**src/rtl/alu_pkg.sv**
```systemverilog
// alu_pkg: opcodes, issuer FSM states and default ALU latencies shared by the issuer and its timer.
package alu_pkg;
    localparam logic [5:0] OP_ADD  = 6'd0;
    localparam logic [5:0] OP_SUB  = 6'd1;
    localparam logic [5:0] OP_MUL  = 6'd2;
    localparam logic [5:0] OP_DIV  = 6'd3;
    localparam logic [5:0] OP_FADD = 6'd4;
    localparam logic [5:0] OP_MAX  = 6'd4;

    localparam int DEF_ADD_LAT = 1;
    localparam int DEF_MUL_LAT = 5;
    localparam int DEF_DIV_LAT = 33;
    localparam int DEF_FP_LAT  = 4;
    localparam int CNT_W       = 16;

    typedef enum logic [1:0] {S_IDLE, S_WAIT, S_RESP} state_t;

    // Invalid opcodes map to zero so their error response leaves WAIT after one cycle.
    function automatic logic [CNT_W-1:0] lat_of(input logic [5:0] op, input int add_lat,
                                                input int mul_lat, input int div_lat, input int fp_lat);
        return (op == OP_ADD || op == OP_SUB) ? CNT_W'(add_lat) :
               (op == OP_MUL)                 ? CNT_W'(mul_lat) :
               (op == OP_DIV)                 ? CNT_W'(div_lat) :
               (op == OP_FADD)                ? CNT_W'(fp_lat)  : '0;
    endfunction
endpackage

```
**src/rtl/alu_lat_timer.sv**
```systemverilog
// alu_lat_timer: loadable down-counter preset to LAT(op); expire is high while the count is zero.
module alu_lat_timer
    import alu_pkg::*;
#(
    parameter int ADD_LAT = DEF_ADD_LAT,
    parameter int MUL_LAT = DEF_MUL_LAT,
    parameter int DIV_LAT = DEF_DIV_LAT,
    parameter int FP_LAT  = DEF_FP_LAT
) (
    input  logic       clk,
    input  logic       rst,
    input  logic       load,
    input  logic       skip,
    input  logic [5:0] op,
    output logic       expire
);
    logic [CNT_W-1:0] cnt;

    always_ff @(posedge clk or posedge rst) begin
        if (rst)
            cnt <= '0;
        else if (load)
            cnt <= skip ? '0 : lat_of(op, ADD_LAT, MUL_LAT, DIV_LAT, FP_LAT);
        else if (cnt != '0)
            cnt <= cnt - 1'b1;
    end

    assign expire = (cnt == '0);
endmodule

```
**src/rtl/alu_op_issuer.sv**
```systemverilog
// alu_op_issuer: issues one request at a time to the multicycle ALU and returns its result after LAT(op).
// Define ALU_DIV0_CHECK_EN to answer divide-by-zero locally with an error instead of issuing it.
module alu_op_issuer
    import alu_pkg::*;
#(
    parameter int ADD_LAT = DEF_ADD_LAT,
    parameter int MUL_LAT = DEF_MUL_LAT,
    parameter int DIV_LAT = DEF_DIV_LAT,
    parameter int FP_LAT  = DEF_FP_LAT
) (
    input  logic        clk,
    input  logic        rst,
    input  logic        req_valid,
    output logic        req_ready,
    input  logic [5:0]  req_op,
    input  logic [31:0] req_a,
    input  logic [31:0] req_b,
    output logic [31:0] alu_a,
    output logic [31:0] alu_b,
    output logic [5:0]  alu_sr,
    input  logic [31:0] alu_y,
    output logic        rsp_valid,
    input  logic        rsp_ready,
    output logic [31:0] rsp_data,
    output logic        rsp_err,
    output logic        busy
);
    state_t      state;
    logic        div0;
    logic        bad;
    logic        expire;
    logic        err_pend;
    logic [31:0] err_val;

`ifdef ALU_DIV0_CHECK_EN
    assign div0 = (req_op == OP_DIV) && (req_b == '0);
`else
    assign div0 = 1'b0;
`endif
    assign bad = (req_op > OP_MAX) || div0;

    alu_lat_timer #(
        .ADD_LAT(ADD_LAT),
        .MUL_LAT(MUL_LAT),
        .DIV_LAT(DIV_LAT),
        .FP_LAT (FP_LAT)
    ) u_timer (
        .clk   (clk),
        .rst   (rst),
        .load  (state == S_IDLE && req_valid),
        .skip  (bad),
        .op    (req_op),
        .expire(expire)
    );

    // Rejected requests still pass through WAIT with a zero count, so the error answer is one cycle late.
    always_ff @(posedge clk or posedge rst) begin
        if (rst) begin
            state     <= S_IDLE;
            alu_a     <= '0;
            alu_b     <= '0;
            alu_sr    <= '0;
            rsp_data  <= '0;
            rsp_err   <= 1'b0;
            rsp_valid <= 1'b0;
            req_ready <= 1'b1;
            busy      <= 1'b0;
            err_pend  <= 1'b0;
            err_val   <= '0;
        end else begin
            case (state)
                S_IDLE: if (req_valid) begin
                    if (!bad) begin
                        alu_a  <= req_a;
                        alu_b  <= req_b;
                        alu_sr <= req_op;
                    end
                    err_pend  <= bad;
                    err_val   <= div0 ? '1 : '0;
                    req_ready <= 1'b0;
                    busy      <= 1'b1;
                    state     <= S_WAIT;
                end
                S_WAIT: if (expire) begin
                    rsp_data  <= err_pend ? err_val : alu_y;
                    rsp_err   <= err_pend;
                    rsp_valid <= 1'b1;
                    state     <= S_RESP;
                end
                S_RESP: if (rsp_ready) begin
                    rsp_valid <= 1'b0;
                    req_ready <= 1'b1;
                    busy      <= 1'b0;
                    state     <= S_IDLE;
                end
                default: state <= S_IDLE;
            endcase
        end
    end
endmodule

```
**config.mk**
```make
export PLATFORM = sky130hd
export DESIGN_NAME = alu_op_issuer
export DESIGN_NICKNAME = d
export VERILOG_FILES = /design/src/rtl/alu_pkg.sv /design/src/rtl/alu_lat_timer.sv /design/src/rtl/alu_op_issuer.sv
export SDC_FILE = /design/constraint.sdc
export NUM_CORES = 1
export LEC_CHECK = 0
export CAP_MARGIN = 20
export CORE_MARGIN = 8
export CORE_UTILIZATION = 28
export CTS_BUF_LIST = sky130_fd_sc_hd__clkbuf_4 sky130_fd_sc_hd__clkbuf_8
export CTS_CLUSTER_SIZE = 28
export DETAILED_ROUTE_END_ITERATION = 16
export PLACE_DENSITY = 0.59
export SETUP_SLACK_MARGIN = 0.05
export SYNTH_ARGS = -nofsm -noshare
export SYNTH_HDL_FRONTEND = slang
export SYNTH_HIERARCHICAL = 1
export SYNTH_SLANG_ARGS = --single-unit
```
**constraint.sdc**
```tcl
create_clock -name clk -period 4.3 [get_ports clk]
set_input_delay 0.86 -clock clk [delete_from_list [all_inputs] [get_ports clk]]
set_output_delay 0.86 -clock clk [all_outputs]
set_load 0.005 [all_outputs]
```
# Word level (Yosys, flattened, before mapping)
# Index checks and enable logic that the tools add are counted.
[classes]
n_addsub = 1
mul = 0
n_div = 0
order_cmp = 1
n_eq_ne = 9
n_shift = 0
muxes = 20
bitwise = 1
n_reduce_logical = 15
[ops]
columns = ["cell", "n"]
rows = [
  ["16-bit 2-to-1 mux", 6],
  ["32-bit 2-to-1 mux", 1],
  ["16-bit logical NOT", 1],
  ["16-bit nonzero test", 1],
  ["16-bit by 1-bit subtractor with 16-bit output (second input constant)", 1],
  ["6-bit by 2-bit == test with 1-bit output (second input constant)", 2],
  ["3-bit AND reduction", 4],
  ["6-bit by 1-bit == test with 1-bit output (second input constant)", 1],
  ["6-bit by 3-bit == test with 1-bit output (second input constant)", 1],
  ["6-bit by 3-bit > comparator with 1-bit output (second input constant)", 1],
  ["6-bit logical NOT", 1],
  ["2-bit 2-to-1 mux", 3],
  ["2-bit != test (second input constant)", 3],
  ["1-bit case mux with 2 select lines", 3],
  ["2-bit case mux with 3 select lines", 1],
  ["2-bit nonzero test", 3],
  ["1-bit 2-to-1 mux", 5],
  ["2-bit AND reduction", 2],
  ["3-bit 2-to-1 mux", 1],
  ["2-bit by 1-bit == test with 1-bit output (second input constant)", 1],
  ["2-bit == test (second input constant)", 1],
  ["2-bit logical NOT", 1],
  ["1-bit logical AND", 1],
  ["1-bit logical OR", 1],
  ["1-bit NOT", 1],
]
[word_totals]
regBits = 125
latchBits = 0
ramBits = 0
romBits = 0
inputBits = 106
n_memories = 0

# Depth between registers and ports, before layout
# Gate-level depths: netlist (run 1).
[depth]
word_depth = 7
mapped_depth = 9
ltp_nobuf = 7

# Hierarchy
# The synthesis (run 1) kept the hierarchy.
[by_module_without_submodules]
columns = ["mod", "instances", "cells_per_inst", "area_each_um2", "seq_area_each_um2"]
rows = [
  ["alu_op_issuer", 1, 316, 4499.3, 2728.9],
  ["alu_lat_timer", 1, 106, 998.5, 400.4],
]

# Worst setup path before layout (run 1)
# Ideal clock, no wire load.
[synth_path]
kind = "input to register"
start = "input port req_op[3]"
end = "register u_timer.cnt[2]"
setup_time_ns = 0.072
arrival_ns = 2.083
t_required_ns = 4.228
slack_ns = 2.145
path_stages = 6
cell_sequence = "nor3_1 -> nand2_1 -> nor4_1 -> nand2_1 -> o32a_1 -> nor2_1"
[synth_between]
elab_cells_between_ends = 13
classes_between = "order compare (1); eq/ne (4); mux (6); reduce/logical (2)"
[synth_rtl]
columns = ["element", "line", "rtl"]
rows = [
  ["from (decl)", "alu_op_issuer.sv:15", "input logic [5:0] req_op,"],
  ["6-bit by 3-bit > comparator with 1-bit output", "alu_op_issuer.sv:40", "assign bad = (req_op > OP_MAX) || div0;"],
  ["net bad", "alu_op_issuer.sv:30", "logic bad;"],
  ["16-bit 2-to-1 mux", "alu_lat_timer.sv:23", "cnt <= skip ? '0 : lat_of(op, ADD_LAT, MUL_LAT, DIV_LAT, FP_LAT);"],
  ["16-bit 2-to-1 mux", "alu_lat_timer.sv:22", "else if (load)"],
  ["to (signal assigned)", "alu_lat_timer.sv:23", ""],
  ["to (signal assigned)", "alu_lat_timer.sv:25", "cnt <= cnt - 1'b1;"],
  ["to (decl)", "alu_lat_timer.sv:17", "logic [CNT_W-1:0] cnt;"],
]
# The timed path passes the listed nets, and every way through them passes these cells.
# A chain may end at the register's enable or synchronous reset.

# Final worst setup path (run 1)
[layout_path]
start = "input port req_op[1]"
end = "register alu_a[16]"
[layout_between]
elab_chain_len = 3
[layout_lines]
columns = ["element", "line", "rtl"]
rows = [
  ["6-bit by 3-bit > comparator with 1-bit output", "alu_op_issuer.sv:40", ""],
  ["1-bit NOT (no line)", "n/a", ""],
  ["3-bit AND reduction (no line)", "n/a", ""],
  ["to (signal assigned)", "alu_op_issuer.sv:74", "alu_a <= req_a;"],
  ["to (decl)", "alu_op_issuer.sv:18", "output logic [31:0] alu_a,"],
]
# No other way between the ends.

==> results.txt, run 1 <==
212 I/O pins were placed. The final clock skew is 0.0128 ns. The per-cell routed wire length is 17.0 um. The number of distinct library cells after synthesis came out at 46. After floorplanning, the core was divided into 51 placement rows. The endpoint required time on the critical path is 4.61 ns. The layout cell share with drive strength beyond 1 came out at 17.8%. The global-route congestion overflow total is 0. The residual antenna-violating net count after detailed routing came out at 0. The switching power of the nets is 0.00127 W. The overall track demand over capacity in global routing came out at 12.7%. The level count of the clock H-tree came out at 4.

The number of sinks handled by clock tree synthesis is 125. The clock network power share came out at 25.9%. From synthesis to final layout, the design area changed by 50.8%. The first detailed-routing pass ran for 4 iterations. The peak fanout along the critical path came out at 53. Averaged over all synthesized cells, the footprint is 13.0 um2. The total area inside the core boundary comes to 0.0194 mm2. In the final layout, flip-flops and latches occupy 0.00313 mm2. The number of warnings issued by yosys is 6.

The die outline height came out at 156 um. Counting the buffers created by CTS gives 17. The cell with the most instances after synthesis is sky130_fd_sc_hd__dfrtp_1. The data arrival time of the critical path is 3.22 ns. The total setup violations reported at the end of the flow is 0. The run finished with clean final reports. The areal power density over the cells came out at 512 mW/mm2. The effective utilization at floorplan is 28.3%. The starting DRC count in detailed routing is 299. The final total negative setup slack is 0 ns. The initial antenna violation count is 0. The number of buffers inserted for hold repair after clock tree synthesis is 0. The minimum clock period came out at 2.91 ns. The share of total power dissipated in combinational logic is 32.1%. The multi-input gate area in the final layout is 0.00221 mm2.

The maximum VDD drop came out at 214 uV. The relative max-transition margin is 45.4%. By count the netlist is led by sky130_fd_sc_hd__dfrtp_1, sky130_fd_sc_hd__mux2_4, sky130_fd_sc_hd__nand2_1, sky130_fd_sc_hd__o21ai_0, sky130_fd_sc_hd__nand2b_1. The final wirelength is 15500 um. The switching fraction of total power is 30.0%. The via count of the first global-routing pass is 4220. The number of design rule violations left after detail routing is 0. The slew at the pin closest to its max-slew limit came out at 0.819 ns. Among all flip-flop cells after synthesis, the most frequent one is sky130_fd_sc_hd__dfrtp_1. The tool flagged a number of max-cap violations equal to 0. The number of filler cells placed in the layout came out at 1822. Global routing used 21.2% of the available met2 tracks. The final max-slew violation count is 0. The ratio of final minimum period to clock period came out at 67.8%. The routed via count divided by cell count is 4.40. The clock tree from TritonCTS is done. The startpoint kind of the worst setup timing path is an input pin. Sequential cells were found to cover 56.9% of the synthesized design area.

The die span in x is 156 um. The via count is 4030. The count of instances resized after the clock tree is built came out at 0. The hold violation count in the final report came to 0. The first global-routing pass estimated 24200 um of wire.

The relative contribution of sequential cells to total power is 42.0%. The later pin in the worst-skew pair is clocked with a latency of 0.43 ns. The async set or reset register ratio after synthesis came out at 100%.

The synthesized design contains 0 enable-type register cells. The cell area that synthesis handed to floorplanning was 0.00550 mm2. The final layout net count came out at 744. The synthesized flop and latch total is 125. The internal cell power came out at 0.00297 W. For this run, the share of the core covered by cells in the final layout is 42.7%. Input and output buffers added on the ports amount to 211. Detailed placement ended at an HPWL of 11300 um. The number of diodes came out at 0. The pin count of the biggest net entering global routing came out at 72.

The worst setup path is captured at a register. The critical path is of the input pin to register type. The synthesized netlist net count is 529. The layer flagged by global routing as most heavily used is met2. Synthesis produced a netlist whose cell count is 422. The global-route track usage on met3 came out at 4.46%.

The post-synthesis cell type with the largest combined area is sky130_fd_sc_hd__dfrtp_1. The setup fix buffers added after clock tree synthesis is 0. The leakage component of the power is 3.73 nW. Setup repair after global routing left no endpoint under its margin. The path class of the tightest hold or removal check is register to register. The die footprint came out at 0.0244 mm2.

Clock-pin slew was measured on the worst setup and hold paths at 0.08 ns. The top achievable clock speed is 343 MHz. The met1 layer usage reported by global route is 15.1%. The routability-driven placement congestion ratio came out at 0.811. In the post-synthesis netlist, the biggest area contributors are sky130_fd_sc_hd__dfrtp_1, sky130_fd_sc_hd__mux2_4, sky130_fd_sc_hd__nand2b_1. The number of buffers on the longest clock path is 2.

The clock root buffer master is sky130_fd_sc_hd__clkbuf_8. Of the post-synthesis cell area, the dominant cell type holds 56.4%.
-- worst paths after layout --
check	to	slack [ns]	startpoint	depth (start not counted)
worst min register to register	rsp_data[18]$_DFFE_PP0P_	0.48	rsp_data[18]$_DFFE_PP0P_	2
worst max-delay path	alu_a[16]$_DFFE_PP0P_	1.39	req_op[1]	5
worst min-delay path	rsp_data[18]$_DFFE_PP0P_	0.48	rsp_data[18]$_DFFE_PP0P_	2
min in group asynchronous	alu_sr[2]$_DFFE_PP0P_	0.84	rst	2
max in group asynchronous	alu_a[6]$_DFFE_PP0P_	2.66	rst	3
worst max register to register	rsp_err$_DFFE_PP0P_	1.92	u_timer/cnt[0]$_DFFE_PP0P_	7
-- metal layers --
layer	up-vias	share of wire [%]
met5	-	0
met4	0	1.2
met3	11	7.1
met2	130	50
met1	1984	42
li1	1905	-
-- logic make-up (layout without fill, tap and decap cells) --
kind of cell,after synthesis,after routing,share of synthesized area [%]
adders and majority gates,1,1,0.228
and+or+nand+nor,130,130,13.9
muxes,72,72,19.0
AOI/OAI and AO/OA,64,64,6.53
xor gates and xnor gates,3,3,0.478
buffers and inverters,27,255,2.91
DFF,125,125,56.9
-- worst max-delay path, stage by stage --
cell and delay [ns]:
sky130_fd_sc_hd__clkdlybuf4s50_1 0.49, sky130_fd_sc_hd__o21ai_0 0.55, sky130_fd_sc_hd__nand3_4 0.52, sky130_fd_sc_hd__buf_12 0.41, sky130_fd_sc_hd__mux2_4 0.34
-- state kept, by name, indices dropped and copies added, names as in the netlist --
signal / cells
req_ready: 1
rsp_valid: 1
rsp_data: 32
state: 2
err_pend: 1
alu_sr: 6
rsp_err: 1
busy: 1
alu_b: 32
alu_a: 32
u_timer/cnt: 16
-- power by group through the flow --
stage	clock [W]	combinational, W	sequential, W
global route	0.00119	0.00148	0.00183
finish	0.00110	0.00136	0.00178
detailed placement	0	0.00138	0.00180
floorplan	0	0.000593	0.00176
global placement	0	0.00135	0.00179
CTS	0.00114	0.00138	0.00178
-- area by class of cell --
cell class / instances / share of cell area (%)
Inverter: 8 / 0.392
Clock buffer: 17 / 2.82
Multi-Input combinational cell: 270 / 26.6
Tap cell: 265 / 4.00
Sequential cell: 125 / 37.8
Clock inverter: 15 / 2.25
Timing Repair Buffer: 215 / 26.1
-- metrics by stage --
stage / cells / hold slack [ns] / setup WS (ns) / instance area, um2 / power [W]
after floorplan: 422 / 0.457 / 0.568 / 5500 / 0.00236
after global placement: 883 / 0.463 / 0.929 / 7870 / 0.00314
after detailed placement: 883 / 0.469 / 0.908 / 7870 / 0.00318
after CTS: 915 / 0.488 / 1.39 / 8290 / 0.00431
after global routing: 915 / 0.507 / 1.29 / 8290 / 0.00451
final: 915 / 0.483 / 1.39 / 8290 / 0.00424
-- placed cells by master (no fill, tap or decap), types with 2 or more instances in the layout --
cell	instances
sky130_fd_sc_hd__nor4_1	6
sky130_fd_sc_hd__nand2b_1	35
sky130_fd_sc_hd__clkdlybuf4s50_1	211
sky130_fd_sc_hd__clkbuf_8	17
sky130_fd_sc_hd__o41ai_1	2
sky130_fd_sc_hd__xnor2_1	3
sky130_fd_sc_hd__clkinv_4	2
sky130_fd_sc_hd__nand3b_1	2
sky130_fd_sc_hd__nor2_1	10
sky130_fd_sc_hd__or4_1	3
sky130_fd_sc_hd__a211oi_1	2
sky130_fd_sc_hd__mux2_2	5
sky130_fd_sc_hd__dfrtp_1	124
sky130_fd_sc_hd__o31ai_1	2
sky130_fd_sc_hd__inv_1	7
sky130_fd_sc_hd__nand2_1	41
sky130_fd_sc_hd__nor4_4	2
sky130_fd_sc_hd__buf_12	2
sky130_fd_sc_hd__a21oi_1	12
sky130_fd_sc_hd__buf_4	2
sky130_fd_sc_hd__inv_6	5
sky130_fd_sc_hd__or3_1	4
sky130_fd_sc_hd__or4_4	2
sky130_fd_sc_hd__nand3_1	3
sky130_fd_sc_hd__mux2_4	63
sky130_fd_sc_hd__mux2_1	3
sky130_fd_sc_hd__bufinv_16	3
sky130_fd_sc_hd__nor3_1	5
sky130_fd_sc_hd__clkinvlp_4	4
sky130_fd_sc_hd__nand4_1	2
sky130_fd_sc_hd__and2_1	4
sky130_fd_sc_hd__or2_2	2
sky130_fd_sc_hd__o21ai_0	40
No activity file was read; power rests on OpenSTA's default activity.
==> run 2, diff against run 1 <==
==> constraint.sdc (replaced) <==
create_clock -name clk -period 2.7 [get_ports clk]
set_input_delay 0.54 -clock clk [delete_from_list [all_inputs] [get_ports clk]]
set_output_delay 0.54 -clock clk [all_outputs]
set_load 0.005 [all_outputs]
==> results.txt, run 2 (same netlist as run 1, synthesis figures left out) <==
The layout cell share with drive strength beyond 1 is 18.6%. The die span in x came out at 156 um. The final max-slew violation count was 0. The final wirelength came out at 15900 um. The minimum clock period came out at 2.21 ns. The final clock skew is 0.0142 ns. The leakage component of the power is 3.75 nW. The hold violation count in the final report is 0. The effective utilization at floorplan came out at 28.3%.

The final total negative setup slack is 0 ns. Buffers inserted to repair hold after CTS numbered 0. The relative max-transition margin came out at 42.3%.

The critical path in this run is classified as register to register. The maximum VDD drop came out at 290 uV. The row count is 51.

The level count of the clock H-tree came out at 4. The clock network burns 24.6% of the power. The die footprint came out at 0.0244 mm2. The areal power density over the cells is 803 mW/mm2. The pre-CTS setup slack is 0.209 ns. Setup repair after global routing left no endpoint under its margin. Data on the critical path is required at its endpoint by 3.02 ns. The die outline height is 156 um. The count of nets left with antenna violations once routing finished came out at 0.

The startpoint kind of the worst setup timing path is a register. In this run the worst hold path is classified as register to register. The switching power of the nets is 0.00204 W. The relative area change from synthesis to final layout is 51.4%.

Counting the buffers created by CTS gives 17. The run finished with clean final reports. During placement, the flow inserted port buffers numbering 211. STA classifies the critical path endpoint as a register. After detailed routing, the number of vias per cell comes to 4.41. The routability-driven placement congestion ratio came out at 0.820.

The reported max-cap violation count is 0. The clock tree from TritonCTS is done. The HPWL after detailed placement is 11900 um. For this run, design rule violations remaining after detail routing come to 0. The largest registers in the layout are alu_a: 32 flops, alu_b: 32 flops, rsp_data: 32 flops. The clock edge transition at the registers on the reported setup and hold paths came out at 0.08 ns. After clock tree synthesis, the repair step resized 0 gates.

The first routing iteration left 233 violations. The via count of the first global-routing pass came out at 4238. The top achievable clock speed is 452 MHz. The slack of the critical path came out at 0.487 ns. In the layout the commonest cells are sky130_fd_sc_hd__clkdlybuf4s50_1, sky130_fd_sc_hd__dfrtp_1, sky130_fd_sc_hd__mux2_4. Final hold analysis gives a worst-case slack of 0.477 ns.

The core utilization of the finished layout is 42.9%. The initial antenna violation count came out at 0. The data arrival time of the critical path is 2.53 ns. The total setup violations reported at the end of the flow is 0.

The global-route congestion overflow total came out at 0. For this run, the post-layout net count is 750. The ratio of final minimum period to clock period came out at 82.0%. At the pin with the least slew margin, the transition time is 0.866 ns. During I/O placement, the number of pins put on the boundary was 212. The pin count of the biggest net entering global routing is 66. Sequential cells burn 42.4% of the power. The number of buffers on the longest clock path came out at 2. The routed layout has 4066 vias.

The number of filler cells placed in the layout came out at 1848. The first-pass iteration count of the detailed router is 4. The per-cell routed wire length is 17.2 um. The switching fraction of total power came out at 30.6%.

In this run the worst path has a maximum fanout of 65. The number of sinks handled by clock tree synthesis came out at 125. In this run, the combinational gates consume 33.0% of the power. The setup fix buffers added after clock tree synthesis came out at 0. The core region is 0.0194 mm2. The internal cell power is 0.00464 W. The overall track demand over capacity in global routing is 13.0%. The clock latency on the worst-skew pair came out at 0.43 ns. The library cell used most frequently in the layout, excluding fill and tap cells, is sky130_fd_sc_hd__clkdlybuf4s50_1. The first global-routing pass estimated 24600 um of wire. Clock tree synthesis selected as its root buffer the cell sky130_fd_sc_hd__clkbuf_8.
## run 2: metrics by stage
stage | area [um2] | std cells | power [W]
finish | 8330 | 922 | 0.00669
CTS | 8320 | 921 | 0.00681
global placement | 7930 | 889 | 0.00503
detailed placement | 7930 | 889 | 0.00510
global route | 8320 | 921 | 0.00713
floorplan | 5500 | 422 | 0.00375
## run 2: worst paths after layout
check	from	end	slack, ns	cells after the start
worst max-delay path	u_timer/cnt[0]$_DFFE_PP0P_	rsp_err$_DFFE_PP0P_	0.49	7
worst min-delay path	req_ready$_DFFE_PP1P_	req_ready$_DFFE_PP1P_	0.48	2
worst max register to register	u_timer/cnt[0]$_DFFE_PP0P_	rsp_err$_DFFE_PP0P_	0.49	7
worst min register to register	req_ready$_DFFE_PP1P_	req_ready$_DFFE_PP1P_	0.48	2
max in group asynchronous	rst	req_ready$_DFFE_PP1P_	1.56	3
min in group asynchronous	rst	alu_b[3]$_DFFE_PP0P_	0.49	2
## run 2: critical path, stage by stage, from the launching register on
cell and delay [ns]:
sky130_fd_sc_hd__dfrtp_1 0.43, sky130_fd_sc_hd__inv_1 0.07, sky130_fd_sc_hd__ha_1 0.23, sky130_fd_sc_hd__nor3b_2 0.17
sky130_fd_sc_hd__and4_1 0.21, sky130_fd_sc_hd__nand3b_1 0.11, sky130_fd_sc_hd__buf_4 0.46, sky130_fd_sc_hd__mux2_2 0.39
## run 2: cell type report
type	count	area (um2)	share of cell area, %
Timing Repair Buffer	221	2220	26.7
Clock buffer	17	234	2.81
Sequential cell	125	3130	37.6
Multi-Input combinational cell	270	2210	26.5
Tap cell	265	332	3.98
Antenna cell	1	2.50	0.0301
Clock inverter	15	161	1.94
Inverter	8	33.8	0.406
## run 2: routing by layer
| metal | up-vias | share of wire (%) | GRT usage, % |
|---|---|---|---|
| met3 | 16 | 6.7 | 4.02 |
| li1 | 1913 | - | - |
| met5 | - | 0 | 0 |
| met4 | 0 | 1.2 | 4.03 |
| met2 | 142 | 50 | 22.3 |
| met1 | 1995 | 42 | 15.3 |
## run 2: power groups by stage
stage	logic [W]	registers, W	clock network [W]
final	0.00221	0.00283	0.00165
after global routing	0.00240	0.00292	0.00181
after CTS	0.00225	0.00284	0.00172
after detailed placement	0.00224	0.00286	0
after global placement	0.00219	0.00284	0
after floorplan	0.000945	0.00281	0
==> run 3, diff against run 2 <==
--- a/config.mk
+++ b/config.mk
@@ -11,7 +11,7 @@
 export CTS_BUF_LIST = sky130_fd_sc_hd__clkbuf_4 sky130_fd_sc_hd__clkbuf_8
 export CTS_CLUSTER_SIZE = 28
 export DETAILED_ROUTE_END_ITERATION = 16
-export PLACE_DENSITY = 0.59
+export PLACE_DENSITY = 0.61
 export SETUP_SLACK_MARGIN = 0.05
 export SYNTH_ARGS = -nofsm -noshare
 export SYNTH_HDL_FRONTEND = slang
==> constraint.sdc (replaced) <==
create_clock -name clk -period 1.9 [get_ports clk]
set_input_delay 0.38 -clock clk [delete_from_list [all_inputs] [get_ports clk]]
set_output_delay 0.38 -clock clk [all_outputs]
set_load 0.005 [all_outputs]
==> results.txt, run 3 (same netlist as run 1, synthesis figures left out) <==
The flow ran to the end, and the final reports show no timing, DRC or antenna violations. The CTS buffer count came out at 17. Global routing finished with a remaining overflow of 0. The placed instance count is 916.

The first-pass GRT wire length came out at 25700 um. The die footprint came out at 0.0244 mm2. The level count of the clock H-tree came out at 4. The final max-slew violation count is 0. In the final layout, the registers with the most flip-flops are alu_a: 32 flops, alu_b: 32 flops, rsp_data: 32 flops. The internal cell power came out at 0.00724 W. At the pin with the least slew margin, the transition time is 0.843 ns.

The min-delay analysis places its worst path in the category input pin to async pin. The slack of the critical path came out at 0.0414 ns. After the last flow step, the layout net total stands at 787.

The first detailed-routing pass took 4 iterations. The number of standard cells in the final layout excluding fillers came out at 958. The worst path in the final design needs a cycle of 1.86 ns, including I/O delays and setup. The relative area change from synthesis to final layout came out at 62.1%. The worst setup path is launched from a register. The routed layout has 4285 vias.

The later pin in the worst-skew pair is clocked with a latency of 0.43 ns. The type of destination of the critical path is a register. The relative contribution of sequential cells to total power came out at 39.4%. Setup repair after global routing could not meet its margin everywhere. TritonCTS built the clock tree.

The ratio of final minimum period to clock period came out at 97.8%. Input and output buffers added on the ports amount to 211. Leaving out fill and tap cells, the most frequent cell in the layout is sky130_fd_sc_hd__clkdlybuf4s50_1. The total setup violations reported at the end of the flow is 0. The areal power density over the cells is 1170 mW/mm2. The initial antenna violation count was 0. In the layout the commonest cells are sky130_fd_sc_hd__clkdlybuf4s50_1, sky130_fd_sc_hd__dfrtp_1, sky130_fd_sc_hd__mux2_4. For this configuration, the core starts out at a cell density of 28.3%. The layout cell share with drive strength beyond 1 is 28.7%. At the placement stage, the worst setup path has a slack of -0.206 ns.

For the final routed database, the setup TNS stands at 0 ns. Counting every sink on the clock net gives 125. Once detail routing completed, the nets flagged for antenna violations numbered 0. The clock network power share is 23.7%. The final clock skew came out at 0.0128 ns. The number of buffers on the longest clock path came out at 2. Across the VDD grid, the largest voltage drop is 407 uV.

The critical path class is register to register. The top achievable clock speed is 538 MHz. The floorplan has 51 rows.

At the end of routability-driven placement, the weighted congestion stood at 0.809. The number of buffers inserted for hold repair after clock tree synthesis is 0. The switching power of the nets is 0.00318 W. The data arrival time of the critical path is 2.17 ns. Headroom to the max-slew limit came out at 43.8%. The highest-utilization routing layer at the global route stage is met2.

Of the total power, the share spent switching nets is 30.5%. Global routing consumed, over all layers together, 13.5% of the routing resources. The number of design rule violations left after detail routing is 0. The clock edge transition at the registers on the reported setup and hold paths is 0.08 ns. The I/O pin count is 212. After detailed routing, the average wire length per cell comes to 17.4 um. The half-perimeter wire length after detailed placement is 12200 um.

For met3 alone, demand over resource in global routing was 4.35%. STA puts the critical path data required time at 2.21 ns. The leakage component of the power is 4.00 nW. The die outline height came out at 156 um. The repair_antennas step left the layout with diodes totalling 0. The hold violation count in the final report is 0. Per report_power, the combinational group accounts for 36.9% of the total. The clock root buffer master is sky130_fd_sc_hd__clkbuf_8. The total power after layout is 0.0104 W. The pin count of the biggest net entering global routing came out at 51. The worst register-to-register path has a depth of 4. The met1 layer usage reported by global route is 16.3%. The fraction of met2 tracks used by global routing came out at 22.4%. The starting DRC count in detailed routing came out at 206. The reported max-cap violation count came out at 0. The via count of the first global-routing pass is 4495. The routed via count divided by cell count came out at 4.47. Measured along the x axis, the die boundary spans 156 um. The peak fanout along the critical path came out at 4. The final wirelength came out at 16700 um.

The floorplan core area came out at 0.0194 mm2.
run 3: changes by cell type in the layout (fill, tap and decap cells not counted), sizes merged, moves of 3 or more:
cell,before,now
inv,13,8
buf,10,45
clkinv,3,6
clkbuf,17,21
run 3: final cells by class:
type | instances | area [um2]
Fill cell | 1804 | 10500
Sequential cell | 125 | 3130
Timing Repair Buffer | 258 | 2600
Multi-Input combinational cell | 270 | 2400
Tap cell | 265 | 332
Clock buffer | 19 | 255
Clock inverter | 13 | 166
Inverter | 8 | 33.8
run 3: what timing repair did:
action	4_1_cts	5_1_grt
gates resized for setup	8	73
setup endpoints to repair	37	41
hold endpoints to repair	0	0
buffers inserted	2	5
cloned	1	2
pin swaps	3	19
run 3: power groups by stage:
| stage | registers [W] | clock network, W | logic, W |
|---|---|---|---|
| after floorplan | 0.00400 | 0 | 0.00136 |
| after global placement | 0.00402 | 0 | 0.00343 |
| after detailed placement | 0.00407 | 0 | 0.00352 |
| after CTS | 0.00404 | 0.00256 | 0.00358 |
| after global routing | 0.00423 | 0.00268 | 0.00416 |
| final | 0.00411 | 0.00247 | 0.00384 |
run 3: worst paths after layout:
kind | startpoint | endpoint | slack (ns)
max in group asynchronous | rst | rsp_data[20]$_DFFE_PP0P_ | 1.02
worst max register to register | u_timer/cnt[5]$_DFFE_PP0P_ | u_timer/cnt[8]$_DFFE_PP0P_ | 0.04
worst max-delay path | u_timer/cnt[5]$_DFFE_PP0P_ | u_timer/cnt[8]$_DFFE_PP0P_ | 0.04
worst min register to register | req_ready$_DFFE_PP1P_ | req_ready$_DFFE_PP1P_ | 0.48
min in group clk | req_ready$_DFFE_PP1P_ | req_ready$_DFFE_PP1P_ | 0.48
worst min-delay path | rst | busy$_DFFE_PP0P_ | 0.30
run 3: critical path, cell delays in order, from the launching register on:
cell                      delay (ns)
sky130_fd_sc_hd__dfrtp_2        0.45
sky130_fd_sc_hd__or4_4          0.58
sky130_fd_sc_hd__nor4_4         0.31
sky130_fd_sc_hd__nor4_1         0.09
sky130_fd_sc_hd__mux2_1         0.32
run 3: metal layers:
layer  up-vias  wire, um
met3        26      1190
met4         0       305
met1      2112      7060
met5         -         0
met2       159      8150
li1       1988         -
run 3: stage by stage:
| step | utilization [%] | hold slack (ns) | instance area [um2] |
|---|---|---|---|
| finish | 45.9 | 0.299 | 8910 |
| global route | 45.9 | 0.292 | 8910 |
| CTS | 44.6 | 0.273 | 8650 |
| detailed placement | 42.1 | 0.465 | 8170 |
| global placement | 42.1 | 0.457 | 8170 |
| floorplan | - | 0.294 | 5520 |
